<file path="config.mk">
export PLATFORM = sky130hd
export DESIGN_NAME = stopwatch_ctrl_flat
export DESIGN_NICKNAME = d
export VERILOG_FILES = /design/src/rtl/stopwatch_pkg.sv /design/src/rtl/stopwatch_ctrl_if.sv /design/src/rtl/bcd_digit_cnt.sv /design/src/rtl/stopwatch_ctrl.sv /design/src/flat_wrapper.sv
export SDC_FILE = /design/constraint.sdc
export NUM_CORES = 1
export LEC_CHECK = 0
export ABC_AREA = 1
export CORE_MARGIN = 3
export CORE_UTILIZATION = 66
export CTS_BUF_LIST = sky130_fd_sc_hd__clkbuf_4
export DETAILED_ROUTE_END_ITERATION = 10
export HOLD_SLACK_MARGIN = 0.08
export PLACE_DENSITY = 0.88
export SYNTH_ARGS = -nofsm -noshare
export SYNTH_HDL_FRONTEND = slang
export SYNTH_SLANG_ARGS = --single-unit
</file>
<file path="constraint.sdc">
create_clock -name clk -period 4.15 [get_ports clk]
set_clock_uncertainty 0.05 [all_clocks]
set_input_delay 1.0375 -clock clk [delete_from_list [all_inputs] [get_ports clk]]
set_output_delay 1.0375 -clock clk [all_outputs]
set_load 0.01 [all_outputs]
</file>
<file path="src/rtl/stopwatch_pkg.sv">
// Shared definitions for the MM:SS stopwatch: FSM encodings, BCD digit
// width and per-digit rollover limits.
package stopwatch_pkg;

    localparam int DIGIT_W = 4;

    typedef enum logic [1:0] {
        IDLE  = 2'd0,
        RUN   = 2'd1,
        PAUSE = 2'd2,
        LAP   = 2'd3
    } sw_state_t;

    localparam logic [DIGIT_W-1:0] SEC_ONES_MAX = 4'd9;
    localparam logic [DIGIT_W-1:0] SEC_TENS_MAX = 4'd5;
    localparam logic [DIGIT_W-1:0] MIN_ONES_MAX = 4'd9;
    localparam logic [DIGIT_W-1:0] MIN_TENS_MAX = 4'd5;

    // Rollover limit of digit idx in the chain, least significant first.
    function automatic logic [DIGIT_W-1:0] digit_max(input int idx);
        case (idx)
            0:       return SEC_ONES_MAX;
            1:       return SEC_TENS_MAX;
            2:       return MIN_ONES_MAX;
            default: return MIN_TENS_MAX;
        endcase
    endfunction

endpackage

</file>
<file path="src/rtl/stopwatch_ctrl_if.sv">
// Button-pulse inputs and display-side outputs of the stopwatch controller.
interface stopwatch_ctrl_if;
    import stopwatch_pkg::*;

    logic                     start_stop;
    logic                     lap;
    logic                     clear;
    logic [4*DIGIT_W-1:0]     disp;
    logic                     running;
    logic                     lap_active;
    logic                     wrap;
    logic [1:0]               state;

    // Side that issues button pulses and watches the display.
    modport master (
        output start_stop, lap, clear,
        input  disp, running, lap_active, wrap, state
    );

    // The stopwatch controller itself.
    modport slave (
        input  start_stop, lap, clear,
        output disp, running, lap_active, wrap, state
    );

endinterface

</file>
<file path="src/rtl/bcd_digit_cnt.sv">
// One BCD digit of the time chain: counts 0..MAX, carries out when it
// advances past MAX. A synchronous clear beats an increment.
module bcd_digit_cnt
    import stopwatch_pkg::*;
#(
    parameter logic [DIGIT_W-1:0] MAX = 4'd9
) (
    input  logic               clk,
    input  logic               rst_n,
    input  logic               clr,
    input  logic               inc,
    output logic [DIGIT_W-1:0] value,
    output logic               carry
);

    logic [DIGIT_W-1:0] value_reg;
    logic [DIGIT_W-1:0] value_next;

    assign carry = inc && (value_reg == MAX);
    assign value = value_reg;

    // Next digit value: clear, wrap at MAX, or plain increment.
    always_comb begin
        value_next = value_reg;
        if (clr) begin
            value_next = '0;
        end else if (inc) begin
            value_next = (value_reg == MAX) ? '0 : value_reg + DIGIT_W'(1);
        end
    end

    // Digit register.
    always_ff @(posedge clk or negedge rst_n) begin
        if (!rst_n) begin
            value_reg <= '0;
        end else begin
            value_reg <= value_next;
        end
    end

endmodule

</file>
<file path="src/rtl/stopwatch_ctrl.sv">
// MM:SS stopwatch: start/stop/lap/clear FSM gating a one-second prescaler
// that advances a four-digit BCD chain, with a lap latch to freeze the
// display while counting continues.
module stopwatch_ctrl
    import stopwatch_pkg::*;
#(
    parameter int TICK_DIV = 50000000
) (
    input  logic             clk,
    input  logic             rst_n,
    stopwatch_ctrl_if.slave  bus
);

    localparam int                CNT_W      = (TICK_DIV > 1) ? $clog2(TICK_DIV) : 1;
    localparam logic [CNT_W-1:0]  PRESC_LAST = CNT_W'(TICK_DIV - 1);
    localparam int                N_DIGITS   = 4;

    sw_state_t              state_reg;
    sw_state_t              state_next;
    logic                   capture_lap;

    logic [CNT_W-1:0]       presc_reg;
    logic [CNT_W-1:0]       presc_next;
    logic                   run_en;
    logic                   tick;

    logic [DIGIT_W-1:0]     digit [N_DIGITS];
    logic [N_DIGITS:0]      inc_chain;
    logic [4*DIGIT_W-1:0]   live_disp;
    logic [4*DIGIT_W-1:0]   lap_reg;
    logic                   wrap_reg;

    // Next state with clear > start_stop > lap priority; also flags lap capture.
    always_comb begin
        state_next  = state_reg;
        capture_lap = 1'b0;
        if (bus.clear) begin
            state_next = IDLE;
        end else if (bus.start_stop) begin
            case (state_reg)
                IDLE:    state_next = RUN;
                RUN:     state_next = PAUSE;
                PAUSE:   state_next = RUN;
                LAP:     state_next = PAUSE;
                default: state_next = IDLE;
            endcase
        end else if (bus.lap) begin
            case (state_reg)
                IDLE:    state_next = IDLE;
                RUN: begin
                    state_next  = LAP;
                    capture_lap = 1'b1;
                end
                PAUSE:   state_next = PAUSE;
                LAP:     state_next = RUN;
                default: state_next = IDLE;
            endcase
        end
    end

    // FSM state register.
    always_ff @(posedge clk or negedge rst_n) begin
        if (!rst_n) begin
            state_reg <= IDLE;
        end else begin
            state_reg <= state_next;
        end
    end

    // Prescaler counts only from the registered running states; a clear on
    // the same edge suppresses the advance so the digits land on zero.
    assign run_en = (state_reg == RUN) || (state_reg == LAP);
    assign tick   = run_en && (presc_reg == PRESC_LAST) && !bus.clear;

    // Prescaler next value: zero in IDLE/clear, hold in PAUSE, wrap at the end.
    always_comb begin
        presc_next = presc_reg;
        if (bus.clear || (state_reg == IDLE)) begin
            presc_next = '0;
        end else if (run_en) begin
            presc_next = (presc_reg == PRESC_LAST) ? '0 : presc_reg + CNT_W'(1);
        end
    end

    // Prescaler register.
    always_ff @(posedge clk or negedge rst_n) begin
        if (!rst_n) begin
            presc_reg <= '0;
        end else begin
            presc_reg <= presc_next;
        end
    end

    // Digit chain: each digit's carry is the next digit's increment, so a
    // full 59:59 rollover resolves combinationally within one edge.
    assign inc_chain[0] = tick;

    generate
        for (genvar gi = 0; gi < N_DIGITS; gi++) begin : g_digit
            bcd_digit_cnt #(
                .MAX (digit_max(gi))
            ) u_cnt (
                .clk   (clk),
                .rst_n (rst_n),
                .clr   (bus.clear),
                .inc   (inc_chain[gi]),
                .value (digit[gi]),
                .carry (inc_chain[gi+1])
            );
        end
    endgenerate

    assign live_disp = {digit[3], digit[2], digit[1], digit[0]};

    // Lap latch: snapshot of the live digits on LAP entry, zeroed by clear.
    always_ff @(posedge clk or negedge rst_n) begin
        if (!rst_n) begin
            lap_reg <= '0;
        end else if (bus.clear) begin
            lap_reg <= '0;
        end else if (capture_lap) begin
            lap_reg <= live_disp;
        end
    end

    // One-cycle pulse after the carry out of the top digit.
    always_ff @(posedge clk or negedge rst_n) begin
        if (!rst_n) begin
            wrap_reg <= 1'b0;
        end else begin
            wrap_reg <= inc_chain[N_DIGITS];
        end
    end

    assign bus.disp       = (state_reg == LAP) ? lap_reg : live_disp;
    assign bus.running    = run_en;
    assign bus.lap_active = (state_reg == LAP);
    assign bus.wrap       = wrap_reg;
    assign bus.state      = state_reg;

endmodule

</file>
<file path="src/flat_wrapper.sv">
// flat-port wrapper written by rule: the top's interface ports become plain ports
module stopwatch_ctrl_flat import stopwatch_pkg::*;
#(
    parameter int TICK_DIV = 50000000
)
  (clk, rst_n, bus_start_stop, bus_lap, bus_clear, bus_disp, bus_running, bus_lap_active, bus_wrap, bus_state);
  stopwatch_ctrl_if bus_i ();
  input  logic clk;
  input  logic rst_n;
  input wire logic [$bits(bus_i.start_stop)-1:0] bus_start_stop;
  input wire logic [$bits(bus_i.lap)-1:0] bus_lap;
  input wire logic [$bits(bus_i.clear)-1:0] bus_clear;
  output wire logic [$bits(bus_i.disp)-1:0] bus_disp;
  output wire logic [$bits(bus_i.running)-1:0] bus_running;
  output wire logic [$bits(bus_i.lap_active)-1:0] bus_lap_active;
  output wire logic [$bits(bus_i.wrap)-1:0] bus_wrap;
  output wire logic [$bits(bus_i.state)-1:0] bus_state;
  assign bus_i.start_stop = bus_start_stop;
  assign bus_i.lap = bus_lap;
  assign bus_i.clear = bus_clear;
  assign bus_disp = bus_i.disp;
  assign bus_running = bus_i.running;
  assign bus_lap_active = bus_i.lap_active;
  assign bus_wrap = bus_i.wrap;
  assign bus_state = bus_i.state;
  stopwatch_ctrl #(.TICK_DIV(TICK_DIV)) u_core (.clk(clk), .rst_n(rst_n), .bus(bus_i));
endmodule
</file>
==> reports/metrics.cfg, run 1 <==
[status]
outcome=complete, no violations

[sta]
fmax_mhz=273
finalCriticalPeriod_ns=3.67
setup_slack_ns=0.482
drv_slew=0
fin_crit_sh_pct=88.4
finalHoldViolCount=0
worst_pin_slew_ns=0.950
setup_violations=0
rsz0062_at_grt=false
tns_ns=0
slew_headroom_pct=36.7

[placement]
dpl.hpwl_mm=6.46
port_buffers=25
gp_congestion=0.972
dp_slack_ns=0.924

[worst_setup_path]
critPathLaunch=u_core.bus.state[0]
crit_fanout=23
worstSetupEndpointType=primary output
crit_chain=ha_1 > buf_4 > nand2_1 > o21ai_0 > clkdlybuf4s50_1
critPathLaunchType=flop
r2r-start=u_core.bus.state[0]
cp.arrival_ns=2.58
worst_ep_required_time_ns=3.06
cp_slowest_stage_delay_ns=0.72
worstSetupPathType=reg2out
critPathSlowestCell=ha_1

[global_routing]
antenna_found_initial=0
grtUsageTotal_pct=29.4
overflow=0
grt_max_degree=44
grt_pass1_wl_mm=15.2
first_global_vias=3268

[logic_synthesis]
ys_ff_latch=61
syn-num-nets=497
synth_cell_types=41
ys_seq_area_share_pct=40.6
yosys_warnings=0
avgSynthCellArea_um2=7.83
netlist_area_mm2=0.00376
synthCells=480

[pwr]
peakVddDrop_mv=0.177
power_switching_w=0.000355
pwr-share-comb_pct=15.5
power_leakage_nw=1.74
p_seq_share_pct=54.4
switching_share_pct=31.0
power.density_mw_per_mm2=275
clockPowerShare_pct=30.1
intPower_w=0.000791

[routing]
via_count=3483
dr.pass1.iters=5
drtIter0Drc=398
routed_wl_mm=8.86
wl_per_cell_um=15.1
antenna_left=0
drc=0
drt-vias-per-instance=5.95

[cts]
path_clk_slew_ns=0.11
cts_sinks=61
hold_buffers=0
cts_tree=built
clock_latency_ns=0.41
cts_buffer_depth=2
post_cts_buffers=0
cts-root-buf=clkbuf_4
postCtsResizedCells=0
cts_made_buffers=9
cts_max_level=3

[final_layout]
multiInputGateArea_mm2=0.00192
num-fill-cells=373
ff_latch_area_mm2=0.00153
drive_gt1_share_pct=11.3
area_growth_pct=11.1
final_nets=527
largest_register_ffs=26
diodes=0

[floorplan]
io_pins=26
initial_utilization_pct=70.8
fp-row-count=26
core-area_mm2=0.00530
die_x_um=81.4
die_area_mm2=0.00663
dieHeight_um=81.4

[hold_path]
hold_path.class=reg2reg
hp-start=u_core.presc_reg[22]

[flow_run]
drv_cap=0

[stage by stage]
step / cells / power (W) / area [um^2] / hold slack [ns] / utilization (%)
2_1_floorplan: 480 / 0.000747 / 3760 / 0.420 / -
3_3_place_gp: 569 / 0.000804 / 4070 / 0.447 / 76.7
3_5_place_dp: 569 / 0.000811 / 4070 / 0.449 / 76.7
4_1_cts: 585 / 0.00115 / 4170 / 0.475 / 78.7
5_1_grt: 585 / 0.00120 / 4170 / 0.500 / 78.7
6_report: 585 / 0.00115 / 4170 / 0.476 / 78.7
[cell usage after synthesis, drive strengths merged]
cell | n | area, um^2
nor4 | 2 | 12.5
o22ai | 6 | 37.5
nand3 | 45 | 240
nand2 | 88 | 358
nand4 | 16 | 121
a22o | 1 | 8.76
inv | 61 | 236
nor2 | 64 | 285
and3 | 1 | 6.26
nor3b | 3 | 37.5
ha | 12 | 150
o32ai | 1 | 8.76
xor2 | 12 | 105
mux2 | 1 | 11.3
xnor2 | 5 | 43.8
clkinv | 3 | 12.5
clkbuf | 8 | 30.0
nor3 | 16 | 95.1
buf | 3 | 30.0
o31ai | 6 | 45.0
a2bb2oi | 1 | 8.76
o21ai | 45 | 244
a21oi | 18 | 93.8
dfrtp | 61 | 1530
a22oi | 1 | 7.51
[worst paths after layout]
| check | to | slack (ns) | depth (start not counted) |
|---|---|---|---|
| min in group asynchronous | u_core.presc_reg[16] | 0.72 | 1 |
| hold reg to reg | u_core.presc_reg[22] | 0.48 | 2 |
| hold / removal | u_core.presc_reg[22] | 0.48 | 2 |
| setup / recovery | bus_disp[5] | 0.48 | 5 |
| max in group asynchronous | u_core.lap_reg[9] | 2.52 | 2 |
| setup reg to reg | u_core.presc_reg[17] | 1.43 | 10 |
[worst max-delay path: cells and delay by family, from the launching register on]
| kind | cells | cell delay (ns) |
|---|---|---|
| and+or+nand+nor | 1 | 0.05 |
| adders and majority gates | 1 | 0.72 |
| AOI/OAI and AO/OA | 1 | 0.09 |
| DFF | 1 | 0.42 |
| buffers and inverters | 2 | 0.87 |
[layer usage]
metal / global-route usage, % / wire length [um] / up-vias
met3: 7.13 / 718 / 15
met1: 42.5 / 4070 / 1642
li1: - / - / 1656
met5: 0 / 0 / -
met2: 44.8 / 3990 / 170
met4: 7.09 / 85 / 0
[cells in the final DEF (no fill, tap or decap), types with 2 or more instances in the layout]
cell | Yosys | routed
nand2_1 | 83 | 83
dfrtp_1 | 61 | 61
nor2_1 | 56 | 56
inv_1 | 55 | 55
nand3_1 | 42 | 42
o21ai_0 | 35 | 35
clkdlybuf4s50_1 | 0 | 24
a21oi_1 | 17 | 17
nand4_1 | 14 | 14
nor3_1 | 13 | 13
xor2_1 | 12 | 12
ha_1 | 12 | 12
clkbuf_4 | 0 | 10
o22ai_1 | 6 | 6
o31ai_1 | 6 | 6
nor2_4 | 5 | 5
xnor2_1 | 5 | 5
o21ai_2 | 5 | 5
o21ai_1 | 5 | 5
buf_4 | 1 | 5
clkinv_1 | 2 | 4
inv_2 | 4 | 4
clkinv_2 | 1 | 4
nand3_2 | 3 | 3
nand2_4 | 3 | 3
nor2_2 | 3 | 3
nor3_2 | 3 | 3
nor3b_2 | 3 | 3
nand2_2 | 2 | 2
nor4_1 | 2 | 2
[power by group through the flow]
| stage | Combinational (W) | Sequential, W | Clock [W] |
|---|---|---|---|
| after floorplan | 0.000114 | 0.000633 | 0 |
| after global placement | 0.000171 | 0.000633 | 0 |
| after global routing | 0.000196 | 0.000626 | 0.000380 |
| after CTS | 0.000177 | 0.000623 | 0.000350 |
| final | 0.000177 | 0.000623 | 0.000345 |
| after detailed placement | 0.000177 | 0.000634 | 0 |
[cell families after synthesis]
group,after synthesis,synth area share [%]
buffers and inverters,75,8.23
XOR/XNOR,17,3.96
AND/OR/NAND/NOR,235,30.8
adder cells (fa/ha/maj),12,4.00
multiplexers,1,0.300
flip-flops,61,40.6
AO/OA/AOI/OAI,79,12.1
[final cells by class]
class	count	area share, %
clock buffers	10	1.80
clock inverters	6	0.720
inverters	64	5.97
multi-input cells	344	46.0
flip-flops and latches	61	36.6
well taps	70	2.10
repair buffers	30	6.78
Power figures use the tool's default switching activity.
==> inputs of run 2 (changes only) <==
--- a/config.mk
+++ b/config.mk
@@ -11,7 +11,7 @@
 export CTS_BUF_LIST = sky130_fd_sc_hd__clkbuf_4
 export DETAILED_ROUTE_END_ITERATION = 10
 export HOLD_SLACK_MARGIN = 0.08
-export PLACE_DENSITY = 0.88
+export PLACE_DENSITY = 0.95
 export SYNTH_ARGS = -nofsm -noshare
 export SYNTH_HDL_FRONTEND = slang
 export SYNTH_SLANG_ARGS = --single-unit
==> run 2 against run 1 <==
Register-to-register slack worse by 0.15 ns. Sequential share of layout area down 0.055 points. Hold slack improved by 0.0080 ns. Largest power group unchanged. Total power increased by 6.6%. Utilization is 0.12 points higher. Fmax is 1.3% lower. Via count fell by 0.29%. Final area rose by 0.15%. Combinational power about the same. Clock power is 22% higher. Setup slack worse by 0.047 ns.
==> reports/metrics.cfg, run 2 (synthesis results as in run 1) <==
[pwr]
total_power_w=0.00122
pwr-share-comb_pct=14.5
peakVddDrop_mv=0.246
clockPowerShare_pct=34.4
power.density_mw_per_mm2=292
p_seq_share_pct=51.1
intPower_w=0.000860
power_leakage_nw=1.74
switching_share_pct=29.5
power_switching_w=0.000361

[floorplan]
dieHeight_um=81.4
die_x_um=81.4
die_area_mm2=0.00663
initial_utilization_pct=70.8
io_pins=26
fp-row-count=26
core-area_mm2=0.00530

[sta]
fin_crit_sh_pct=89.5
finalHoldViolCount=0
tns_ns=0
drv_slew=0
worst_pin_slew_ns=1.06
finalCriticalPeriod_ns=3.71
fmax_mhz=269
rsz0062_at_grt=false
slew_headroom_pct=29.3
setup_slack_ns=0.436
setup_violations=0

[global_routing]
first_global_vias=3406
grt_max_degree=39
grt_pass1_wl_mm=15.9
overflow=0
grtUsageTotal_pct=31.5
antenna_found_initial=0

[cts]
post_cts_buffers=0
path_clk_slew_ns=0.11
cts_max_level=3
hold_buffers=0
cts_made_buffers=9
cts_tree=built
cts_buffer_depth=2
clock_latency_ns=0.42
cts_sinks=61
postCtsResizedCells=0
cts-root-buf=clkbuf_4

[placement]
dpl.hpwl_mm=6.78
dp_slack_ns=0.911
port_buffers=25
gp_congestion=0.968

[worst_setup_path]
crit_fanout=34
critPathLaunch=u_core.bus.state[0]
r2r-start=u_core.bus.state[0]
cp.arrival_ns=2.63
worstSetupPathType=reg2out
worstSetupEndpointType=primary output
critPathLaunchType=flop
worst_ep_required_time_ns=3.06

[routing]
via_count=3473
drtIter0Drc=359
wl_per_cell_um=15.8
antenna_left=0
routed_wl_mm=9.21
dr.pass1.iters=6
drt-vias-per-instance=5.97
drc=0

[final_layout]
area_growth_pct=11.2
final_nets=524
multiInputGateArea_mm2=0.00192
mostFrequentLayoutCells=nand2_1, dfrtp_1, nor2_1, inv_1, nand3_1
num-fill-cells=345
post-route-util_pct=78.8
final_common_cell=nand2_1
ff_latch_area_mm2=0.00153
largest_register_ffs=26
drive_gt1_share_pct=10.9
diodes=0

[status]
outcome=complete, no violations

[flow_run]
drv_cap=0

[hold_path]
hp-start=u_core.g_digit[3].u_cnt.value[3]
hold_path.class=reg2reg

## run 2: path summary, 6_finish.rpt
check / slack [ns] / endpoint / cells after the start
max: 0.44 / bus_disp[4] / 4
min: 0.48 / u_core.g_digit[3].u_cnt.value[3] / 2
max reg2reg: 1.28 / u_core.presc_reg[17] / 10
max in group asynchronous: 2.53 / u_core.g_digit[0].u_cnt.value[0] / 2
min in group asynchronous: 0.67 / u_core.g_digit[1].u_cnt.value[0] / 1
min reg2reg: 0.48 / u_core.g_digit[3].u_cnt.value[3] / 2
## run 2: critical path, stage by stage, from the launching register on
cell and delay [ns]:
dfrtp_1 0.42, ha_1 0.89, nand2_1 0.15, o21ai_0 0.16, clkdlybuf4s50_1 0.59
## run 2: stage by stage
step	hold slack (ns)	cell area, um^2	std cells
floorplan	0.420	3760	480
global placement	0.443	4040	566
detailed placement	0.450	4040	566
CTS	0.482	4180	582
global route	0.510	4180	582
finish	0.484	4180	582
## run 2: area by class of cell
type                       count  area share [%]
clock buffer                  11            1.98
clock inverter                 5            1.23
inverter                      64            5.96
multi-input combinational    344            46.0
sequential                    61            36.5
tap                           70            2.10
timing repair buffer          27            6.23
## run 2: power by group through the flow
stage / clock (W) / combinational [W] / sequential, W
5_1_grt: 0.000452 / 0.000196 / 0.000625
6_report: 0.000421 / 0.000177 / 0.000623
3_5_place_dp: 0 / 0.000175 / 0.000635
4_1_cts: 0.000422 / 0.000177 / 0.000623
2_1_floorplan: 0 / 0.000114 / 0.000633
3_3_place_gp: 0 / 0.000169 / 0.000633
## run 2: metal layers
layer | up-vias | routed length [um] | GRT usage (%)
met3 | 26 | 769 | 8.44
li1 | 1647 | - | -
met1 | 1629 | 3980 | 43.4
met4 | 0 | 217 | 12.0
met2 | 171 | 4250 | 47.4
met5 | - | 0 | 2.50
